==> config.mk <==
export PLATFORM = sky130hd
export DESIGN_NAME = sram_pixel_reader
export DESIGN_NICKNAME = d
export VERILOG_FILES = /design/src/rtl/sram_pixel_reader.sv
export SDC_FILE = /design/constraint.sdc
export NUM_CORES = 1
export LEC_CHECK = 0
export BUFFER_PORTS_ARGS = -buffer_cell sky130_fd_sc_hd__buf_2
export CORE_MARGIN = 2
export CORE_UTILIZATION = 51
export CTS_CLUSTER_DIAMETER = 150
export DETAILED_ROUTE_END_ITERATION = 10
export PLACE_DENSITY = 0.77
export REMOVE_ABC_BUFFERS = 1
export SKIP_CTS_REPAIR_TIMING = 1
export SYNTH_ARGS = -nofsm -noshare
export SYNTH_HDL_FRONTEND = slang
export SYNTH_SLANG_ARGS = --single-unit
==> constraint.sdc <==
create_clock -name clk_100 -period 3.9 [get_ports clk_100]
set_input_delay 0.195 -clock clk_100 [delete_from_list [all_inputs] [get_ports clk_100]]
set_output_delay 0.195 -clock clk_100 [all_outputs]
set_load 0.05 [all_outputs]
==> src/rtl/sram_pixel_reader.sv <==
// -----------------------------------------------------------------------------
// sram_pixel_reader
//
// Read stage of the camera SRAM frame buffer. On jpeg_start the frame is walked
// tile by tile (tile rows, then tile columns, then rows inside a tile, then
// 32-bit words inside a tile row). Each word is fetched from the SRAM, split
// into four 8-bit pixels (byte [31:24] first) and streamed to the encoder over
// a valid/ready handshake.
//
// Per word: ADDR (address setup) -> WAIT (capture data) -> EMIT (4 pixels).
//
// Ports:
//   clk_100         in   system clock
//   rst             in   asynchronous active-low reset
//   jpeg_start      in   one-cycle pulse, frame ready in SRAM (ignored when busy)
//   data_from_sram  in   32-bit SRAM read data
//   address_to_sram out  18-bit registered SRAM word address
//   pixel_out       out  8-bit pixel sample
//   pixel_valid     out  pixel_out is valid
//   pixel_ready     in   consumer accepts pixel_out this cycle
//   tile_sop        out  first pixel of a tile
//   tile_eop        out  last pixel of a tile
//   frame_done      out  one-cycle pulse after the last pixel of the frame
//   busy            out  high whenever the reader is not idle
//
// Build option:
//   DC_LEVEL_SHIFT_EN  when defined, pixel_out carries raw byte - 128 as 8-bit
//                      two's complement (JPEG2000 DC level shift); otherwise
//                      the raw unsigned byte.
// -----------------------------------------------------------------------------
module sram_pixel_reader #(
    parameter int IMG_W  = 640,
    parameter int IMG_H  = 480,
    parameter int TILE_W = 64,
    parameter int TILE_H = 64
) (
    input  logic        clk_100,
    input  logic        rst,
    input  logic        jpeg_start,
    input  logic [31:0] data_from_sram,
    output logic [17:0] address_to_sram,
    output logic [7:0]  pixel_out,
    output logic        pixel_valid,
    input  logic        pixel_ready,
    output logic        tile_sop,
    output logic        tile_eop,
    output logic        frame_done,
    output logic        busy
);

    // Counter ranges, innermost first
    localparam int X_N = TILE_W / 4;
    localparam int Y_N = TILE_H;
    localparam int C_N = IMG_W / TILE_W;
    localparam int R_N = IMG_H / TILE_H;

    localparam int XW = (X_N > 1) ? $clog2(X_N) : 1;
    localparam int YW = (Y_N > 1) ? $clog2(Y_N) : 1;
    localparam int CW = (C_N > 1) ? $clog2(C_N) : 1;
    localparam int RW = (R_N > 1) ? $clog2(R_N) : 1;

    localparam logic [XW-1:0] X_LAST = XW'(X_N - 1);
    localparam logic [YW-1:0] Y_LAST = YW'(Y_N - 1);
    localparam logic [CW-1:0] C_LAST = CW'(C_N - 1);
    localparam logic [RW-1:0] R_LAST = RW'(R_N - 1);

    typedef enum logic [2:0] {
        S_IDLE,
        S_ADDR,
        S_WAIT,
        S_EMIT,
        S_DONE
    } state_t;

    state_t         r_state;
    state_t         w_state_nxt;

    logic [XW-1:0]  r_x_word;
    logic [YW-1:0]  r_y;
    logic [CW-1:0]  r_tile_col;
    logic [RW-1:0]  r_tile_row;
    logic [1:0]     r_byte_idx;
    logic [31:0]    r_word_buf;
    logic [17:0]    r_addr;

    logic           w_hs;
    logic           w_word_end;
    logic           w_x_last;
    logic           w_y_last;
    logic           w_c_last;
    logic           w_r_last;
    logic           w_frame_last;
    logic [XW-1:0]  w_x_nxt;
    logic [YW-1:0]  w_y_nxt;
    logic [CW-1:0]  w_c_nxt;
    logic [RW-1:0]  w_r_nxt;
    logic [7:0]     w_raw_byte;

    // Word address of a counter tuple, truncated to the SRAM address width
    function automatic logic [17:0] f_word_addr(
        input logic [RW-1:0] tr,
        input logic [CW-1:0] tc,
        input logic [YW-1:0] yy,
        input logic [XW-1:0] xw
    );
        int unsigned acc;
        acc = (32'(tr) * TILE_H + 32'(yy)) * (IMG_W / 4)
            + 32'(tc) * (TILE_W / 4) + 32'(xw);
        return acc[17:0];
    endfunction

    // ---------------------------------------------------------------------
    // Handshake and counter carry chain
    // ---------------------------------------------------------------------
    assign w_hs         = (r_state == S_EMIT) && pixel_ready;
    assign w_word_end   = w_hs && (r_byte_idx == 2'd3);

    assign w_x_last     = (r_x_word   == X_LAST);
    assign w_y_last     = (r_y        == Y_LAST);
    assign w_c_last     = (r_tile_col == C_LAST);
    assign w_r_last     = (r_tile_row == R_LAST);
    assign w_frame_last = w_x_last && w_y_last && w_c_last && w_r_last;

    assign w_x_nxt = w_x_last ? '0 : r_x_word + XW'(1);
    assign w_y_nxt = !w_x_last ? r_y
                   : (w_y_last ? '0 : r_y + YW'(1));
    assign w_c_nxt = !(w_x_last && w_y_last) ? r_tile_col
                   : (w_c_last ? '0 : r_tile_col + CW'(1));
    assign w_r_nxt = !(w_x_last && w_y_last && w_c_last) ? r_tile_row
                   : (w_r_last ? '0 : r_tile_row + RW'(1));

    // ---------------------------------------------------------------------
    // FSM: state register
    // ---------------------------------------------------------------------
    // NOTE: every clocked process uses non-blocking assignments so all
    // registers see pre-edge values regardless of process ordering.
    always_ff @(posedge clk_100 or negedge rst) begin
        if (!rst) begin
            r_state <= S_IDLE;
        end else begin
            r_state <= w_state_nxt;
        end
    end

    // ---------------------------------------------------------------------
    // FSM: next-state logic
    // ---------------------------------------------------------------------
    // NOTE: default assignment first so no path through the case leaves the
    // signal unassigned (which would infer a latch).
    always_comb begin
        w_state_nxt = r_state;
        case (r_state)
            S_IDLE: if (jpeg_start) w_state_nxt = S_ADDR;
            S_ADDR: w_state_nxt = S_WAIT;
            S_WAIT: w_state_nxt = S_EMIT;
            S_EMIT: if (w_word_end) w_state_nxt = w_frame_last ? S_DONE : S_ADDR;
            S_DONE: w_state_nxt = S_IDLE;
            default: w_state_nxt = S_IDLE;
        endcase
    end

    // ---------------------------------------------------------------------
    // Datapath: counters, address, word buffer, byte index
    // ---------------------------------------------------------------------
    always_ff @(posedge clk_100 or negedge rst) begin
        if (!rst) begin
            r_x_word   <= '0;
            r_y        <= '0;
            r_tile_col <= '0;
            r_tile_row <= '0;
            r_byte_idx <= '0;
            r_word_buf <= '0;
            r_addr     <= '0;
        end else begin
            case (r_state)
                S_IDLE: begin
                    // Always restart from the frame origin
                    if (jpeg_start) begin
                        r_x_word   <= '0;
                        r_y        <= '0;
                        r_tile_col <= '0;
                        r_tile_row <= '0;
                        r_addr     <= '0;
                    end
                end
                S_WAIT: begin
                    // Address has had ADDR + WAIT to settle; capture the word
                    r_word_buf <= data_from_sram;
                    r_byte_idx <= '0;
                end
                S_EMIT: begin
                    if (w_hs) begin
                        r_byte_idx <= r_byte_idx + 2'd1;
                    end
                    // Load the following word address on the edge entering ADDR
                    if (w_word_end) begin
                        r_x_word   <= w_x_nxt;
                        r_y        <= w_y_nxt;
                        r_tile_col <= w_c_nxt;
                        r_tile_row <= w_r_nxt;
                        r_addr     <= f_word_addr(w_r_nxt, w_c_nxt, w_y_nxt, w_x_nxt);
                    end
                end
                default: ;
            endcase
        end
    end

    // ---------------------------------------------------------------------
    // FSM: output logic
    // ---------------------------------------------------------------------
    always_comb begin
        case (r_byte_idx)
            2'd0:    w_raw_byte = r_word_buf[31:24];
            2'd1:    w_raw_byte = r_word_buf[23:16];
            2'd2:    w_raw_byte = r_word_buf[15:8];
            default: w_raw_byte = r_word_buf[7:0];
        endcase
    end

    always_comb begin
        pixel_valid = 1'b0;
        pixel_out   = '0;
        tile_sop    = 1'b0;
        tile_eop    = 1'b0;
        frame_done  = (r_state == S_DONE);
        busy        = (r_state != S_IDLE);
        if (r_state == S_EMIT) begin
            pixel_valid = 1'b1;
`ifdef DC_LEVEL_SHIFT_EN
            // Subtracting 128 modulo 256 is an MSB inversion
            pixel_out   = {~w_raw_byte[7], w_raw_byte[6:0]};
`else
            pixel_out   = w_raw_byte;
`endif
            tile_sop    = (r_x_word == '0) && (r_y == '0) && (r_byte_idx == 2'd0);
            tile_eop    = w_x_last && w_y_last && (r_byte_idx == 2'd3);
        end
    end

    assign address_to_sram = r_addr;

endmodule

After elaboration in Yosys (flattened, before gate mapping). Index checks and enable logic that the tools add are counted.

Mux-type cells: 32. Add/subtract/negate cells: 8. Equal/unequal tests: 14. Reduce and logical (&&, ||, !) cells: 18. Multipliers: 1.

Operator list (count): $mux 18 (2); $pmux 18 s2 (1); $mux 4 (6); $mux 6 (4); $pmux 8 s3 (1); $mux 3 (7); $add 18x4->18 (1); $add 18x8->18 (1); $pmux 4 s2 (2); $mul 10x3->13 const B (1); $pmux 3 s4 (1); $pmux 6 s2 (1); $add 9x6->10 (1); $add 4x1->4 const B (2); $eq 4x4->1 const B (2); $logic_and 1x1->1 (8); $mux 8 (1); $add 6x1->6 const B (1); $eq 3x2->1 const B (2); $eq 3x3->1 const B (2); $eq 6x6->1 const B (1); $logic_not 6->1 (1); $ne 2x2->1 const B (3); $pmux 3 s2 (1); other kinds (15) (20).

Output and inout bits: 31. Flip-flop bits (word level): 72.

Logic depth before layout (Yosys ltp).
Depth in word-level cells: 10. Mapped depth: 15.

Worst setup path before layout. Ideal clock, no wire load.

Kind: register to register. Start point: register r_x_word[0]. End point: register r_addr[15] (netlist: address_to_sram[15]). Path slack: -0.165 ns. Library setup time: 0.076 ns. Arrival: 3.989 ns. Stages on the path, launching flop included: 16. Path through: dfrtp_1 > ha_1 > and3_1 > clkbuf_1 > nand4_1 > xor2_1 > nor2_1 > ha_1 > ha_1 > fa_1 > a211oi_1 > o21ai_1 > a221oi_1 > nand4_1 > xor2_1 > o21ai_1.

Cells in the longest elaborated chain, start to end: 10.

Ends and longest elaborated chain: from (decl) (line 78) `logic [XW-1:0] r_x_word;`; from (signal assigned) (line 197) `r_x_word <= w_x_nxt;`; $eq 4x4->1 (line 118) `assign w_x_last = (r_x_word == X_LAST);`; $logic_and 1x1->1 (line 127, 129); $logic_and 1x1->1 (line 129) `assign w_r_nxt = !(w_x_last && w_y_last && w_c_last) ? r_tile_row`; $mux 3 (line 129); $add 9x6->10 (line 107) `acc = (32'(tr) * TILE_H + 32'(yy)) * (IMG_W / 4)`; $mul 10x3->13 (line 107); $add 18x8->18 (line 108) `+ 32'(tc) * (TILE_W / 4) + 32'(xw);`; $add 18x4->18 * (line 108); $mux 18 * (line 196) `if (w_word_end) begin`; $pmux 18 s2 * (line 175) `case (r_state)`; to (signal assigned) (line 201) `r_addr <= f_word_addr(w_r_nxt, w_c_nxt, w_y_nxt, w_x_nxt);`; to (decl) (line 84) `logic [17:0] r_addr;`.

Every way passes the cells marked *; elsewhere a longest branch is shown, timed or not. The select of a mux whose other input is x is not followed. A chain may end at the register's enable or synchronous reset.

Worst setup path in the final report.
Start point: register r_x_word[1]. End point: register r_addr[14] (netlist: address_to_sram[14]).

Same word-level chain as after synthesis.

==> summary.txt <==
Route
  – Via count: ~3200
  – Routed WL per cell: between 15 and 20 um
  – Initial drt markers: approximately 270
  – Drt first pass iters: 5
  – Vias per std cell: 5.85
  – Post-route DRC: 0
  – Number of routed nets with antenna violations: 0
  – Total wire length: 8960 um

Pwr
  – Combinational power share: a little over two fifths
  – VDD IR-drop max: about 440 uV
  – Sw Ratio: between 40% and 50%
  – Sequential power share: between 30% and 40%
  – Clock power frac: a little over a fifth
  – Internal power: about 1.7 mW
  – P_sw: 1.26 mW
  – Lkg Pwr: ~2.2 nW
  – Power Density: roughly 650 mW/mm^2

Worst setup path
  – CP max FO: 6
  – CP required: just over 4 ns
  – CP cell instances: ha_1 -> and3_1 -> nand4_1 -> xor2_1 -> nor2_1 -> ha_1 -> ha_1 -> fa_1 -> xor2_1 -> nand2_1 -> nor4b_4 -> nand3_1 -> xor2_1 -> o21ai_1
  – Crit path arrival time: about 3.8 ns
  – CP Launch Type: flop
  – Setup crit end kind: flop
  – Crit path largest cell delay: around 0.44 ns
  – Slowest stage cell, crit path: fa_1
  – Crit Path Class: reg2reg

Die
  – Starting Density: between 50 and 60%
  – DIE HEIGHT: approximately 91 um
  – Top Ports: 67
  – Die area: around 0.0083 sq mm
  – Die width: a little over 90 um
  – CORE AREA: between 0.007 and 0.008 sq mm
  – Rows: 31

Yosys
  – Synth Area per Inst: slightly above 10 sq um
  – FFs w/ async S/R, synth: 100%
  – Synth Warn #: 0
  – Seq/Total Area, Yosys: a little over two fifths
  – Number of flops mapped to enable cells by yosys: 0
  – Synthesized instance count: ~380
  – Library cells used by synthesis: between 50 and 60
  – Count of state elements after synthesis: between 60 and 70
  – Ys flop type: dfrtp_1
  – Mapped cell area: slightly below 0.004 sq mm

Outcome
  – Outcome: finished clean

Cells and area
  – Layout Utilization: 63.1%
  – Nets: 508
  – Final non-filler cell total: about 550
  – Ant. Diodes: 0
  – Design area: between 0.004 and 0.005 sq mm
  – Share of layout cells above drive strength 1: 31.3%
  – Area Overhead vs Synth: 18.7%

STA
  – FMAX: 0.279 GHz
  – Count of pins over their slew limit: 0
  – Tmin final: roughly 3.6 ns
  – Final Skew: 0.00669 ns
  – Final number of hold-violating endpoints: 0
  – Slew HR: between 30% and 40%
  – Worst Tran Pin Value: between 1 and 1.5 ns
  – Setup tns final: 0 ns
  – RSZ-0062 raised after global routing: no
  – Final WS setup: about 0.31 ns
  – Count of final setup violators: 0
  – Post-route clock period utilization: 92.0%

Placed design
  – Final GP Congestion: 0.891
  – Post-DP HPWL: ~6500 um
  – Placed cell count: 530
  – I/O Buffers: 66
  – Post-placement cell area: between 0.004 and 0.005 sq mm
  – Pre-CTS setup slack: between 0.15 and 0.2 ns

Clock network
  – Root buf cell: clkbuf_8
  – Clock Pin Slew Worst Setup and Hold Paths: roughly 0.070 ns
  – CTS tree: yes
  – Sink Count: between 60 and 70
  – Clk_lat worst skew: 0.34 ns
  – CTS H-tree lvls: 3
  – Clk buf depth: 2
  – Total CTS buffers: 9

GRT
  – Largest net degree at the start of global routing: 46
  – GRT Total Usage: a little under a quarter
  – GRT overflow: 0
  – Number of global-route vias before repair: 3168
  – Antenna violations before repair: 0
  – Global-route wire length before repair: 15300 um

Hold path
  – HP Class: in2async

Job
  – Max-cap violations: 0
-- cell type report --
type,instances,area [sq um]
fillers,621,2690
multi-input cells,275,2120
flip-flops and latches,67,1680
repair buffers,78,420
clock buffers,11,141
well taps,99,124
clock inverters,5,85.1
inverters,11,41.3
-- routing by layer --
metal | track usage, % | vias to the layer above | part of all wire, %
met5 | 0 | - | 0
met3 | 5.15 | 10 | 4.2
li1 | - | 1504 | -
met4 | 5.93 | 0 | 1.4
met1 | 32.5 | 1596 | 46
met2 | 36.5 | 84 | 48
-- cell usage after synthesis (5+ instances only) --
| library cell | n | area, sq um |
|---|---|---|
| dfrtp_1 | 67 | 1680 |
| mux2_2 | 33 | 372 |
| nor2_1 | 33 | 124 |
| nand2_1 | 31 | 116 |
| ha_1 | 28 | 350 |
| clkbuf_1 | 16 | 60.1 |
| a21oi_1 | 15 | 75.1 |
| o21ai_1 | 15 | 75.1 |
| a22o_1 | 14 | 123 |
| inv_1 | 10 | 37.5 |
| xor2_1 | 9 | 78.8 |
| a222oi_1 | 8 | 80.1 |
| o21ai_0 | 8 | 40.0 |
| nor3_1 | 7 | 35.0 |
| a21o_1 | 6 | 45.0 |
| nand3_1 | 6 | 30.0 |
| nand4_1 | 6 | 37.5 |
| xnor2_1 | 6 | 52.6 |
| o31ai_1 | 5 | 37.5 |
-- power by group through the flow --
stage	combinational, mW	sequential (mW)	clock, mW
finish	1.30	1.04	0.654
global route	1.41	1.06	0.699
CTS	1.30	1.03	0.666
detailed placement	1.30	1.05	0
global placement	1.27	1.03	0
floorplan	0.916	1.08	0
-- sequential cells by signal, summed over array words and instances, names as in the netlist --
name             cells
r_state              3
r_byte_idx           2
r_tile_row           3
r_word_buf          32
r_x_word             3
r_y                  6
address_to_sram     14
r_tile_col           4
-- cells in the final DEF (no fill, tap or decap), drive strengths merged, types with 7 or more instances in the layout --
cell type | synthesis | layout
nand2 | 31 | 31
buf | 6 | 78
a222oi | 8 | 8
nor3 | 7 | 7
nand4 | 8 | 8
inv | 11 | 12
xor2 | 9 | 9
a22o | 14 | 14
a21oi | 15 | 15
nor2 | 33 | 33
dfrtp | 67 | 67
ha | 28 | 28
mux2 | 33 | 33
clkbuf | 16 | 11
o21ai | 23 | 23
-- logic make-up (layout without fill, tap and decap cells) --
kind of cell | count (synthesis) | in the layout | synth area share (%)
flops | 67 | 67 | 43.2
compound gates | 91 | 91 | 16.7
mux | 33 | 33 | 9.58
xor+xnor | 15 | 15 | 3.39
buf+inv | 33 | 105 | 3.42
fa+ha+maj | 30 | 30 | 10.1
simple gates | 106 | 106 | 13.6
-- final timing paths --
kind / slack (ns) / start / to / cells past startpoint
setup / recovery: 0.31 / r_x_word[1] / address_to_sram[14] / 14
hold / removal: 0.02 / rst / r_word_buf[18] / 1
setup reg to reg: 0.31 / r_x_word[1] / address_to_sram[14] / 14
hold reg to reg: 0.48 / address_to_sram[8] / address_to_sram[8] / 2
max in group asynchronous: 3.00 / rst / r_word_buf[21] / 2
min in group clk_100: 0.08 / data_from_sram[0] / r_word_buf[0] / 2
-- critical path, delay by kind of cell, from the launching register on --
family          cells  cell delay, ns
compound gates      1            0.07
flops               1            0.42
simple gates        6            1.15
fa+ha+maj           4            1.18
xor+xnor            3            0.64
-- through the flow --
stage | hold slack [ns] | power, mW
after floorplan | -0.101 | 2.00
after global placement | 0.417 | 2.30
after detailed placement | 0.429 | 2.35
after CTS | 0.0537 | 3.01
after global routing | 0.0591 | 3.17
final | 0.0209 | 3.00
Power figures use the tool's default switching activity.
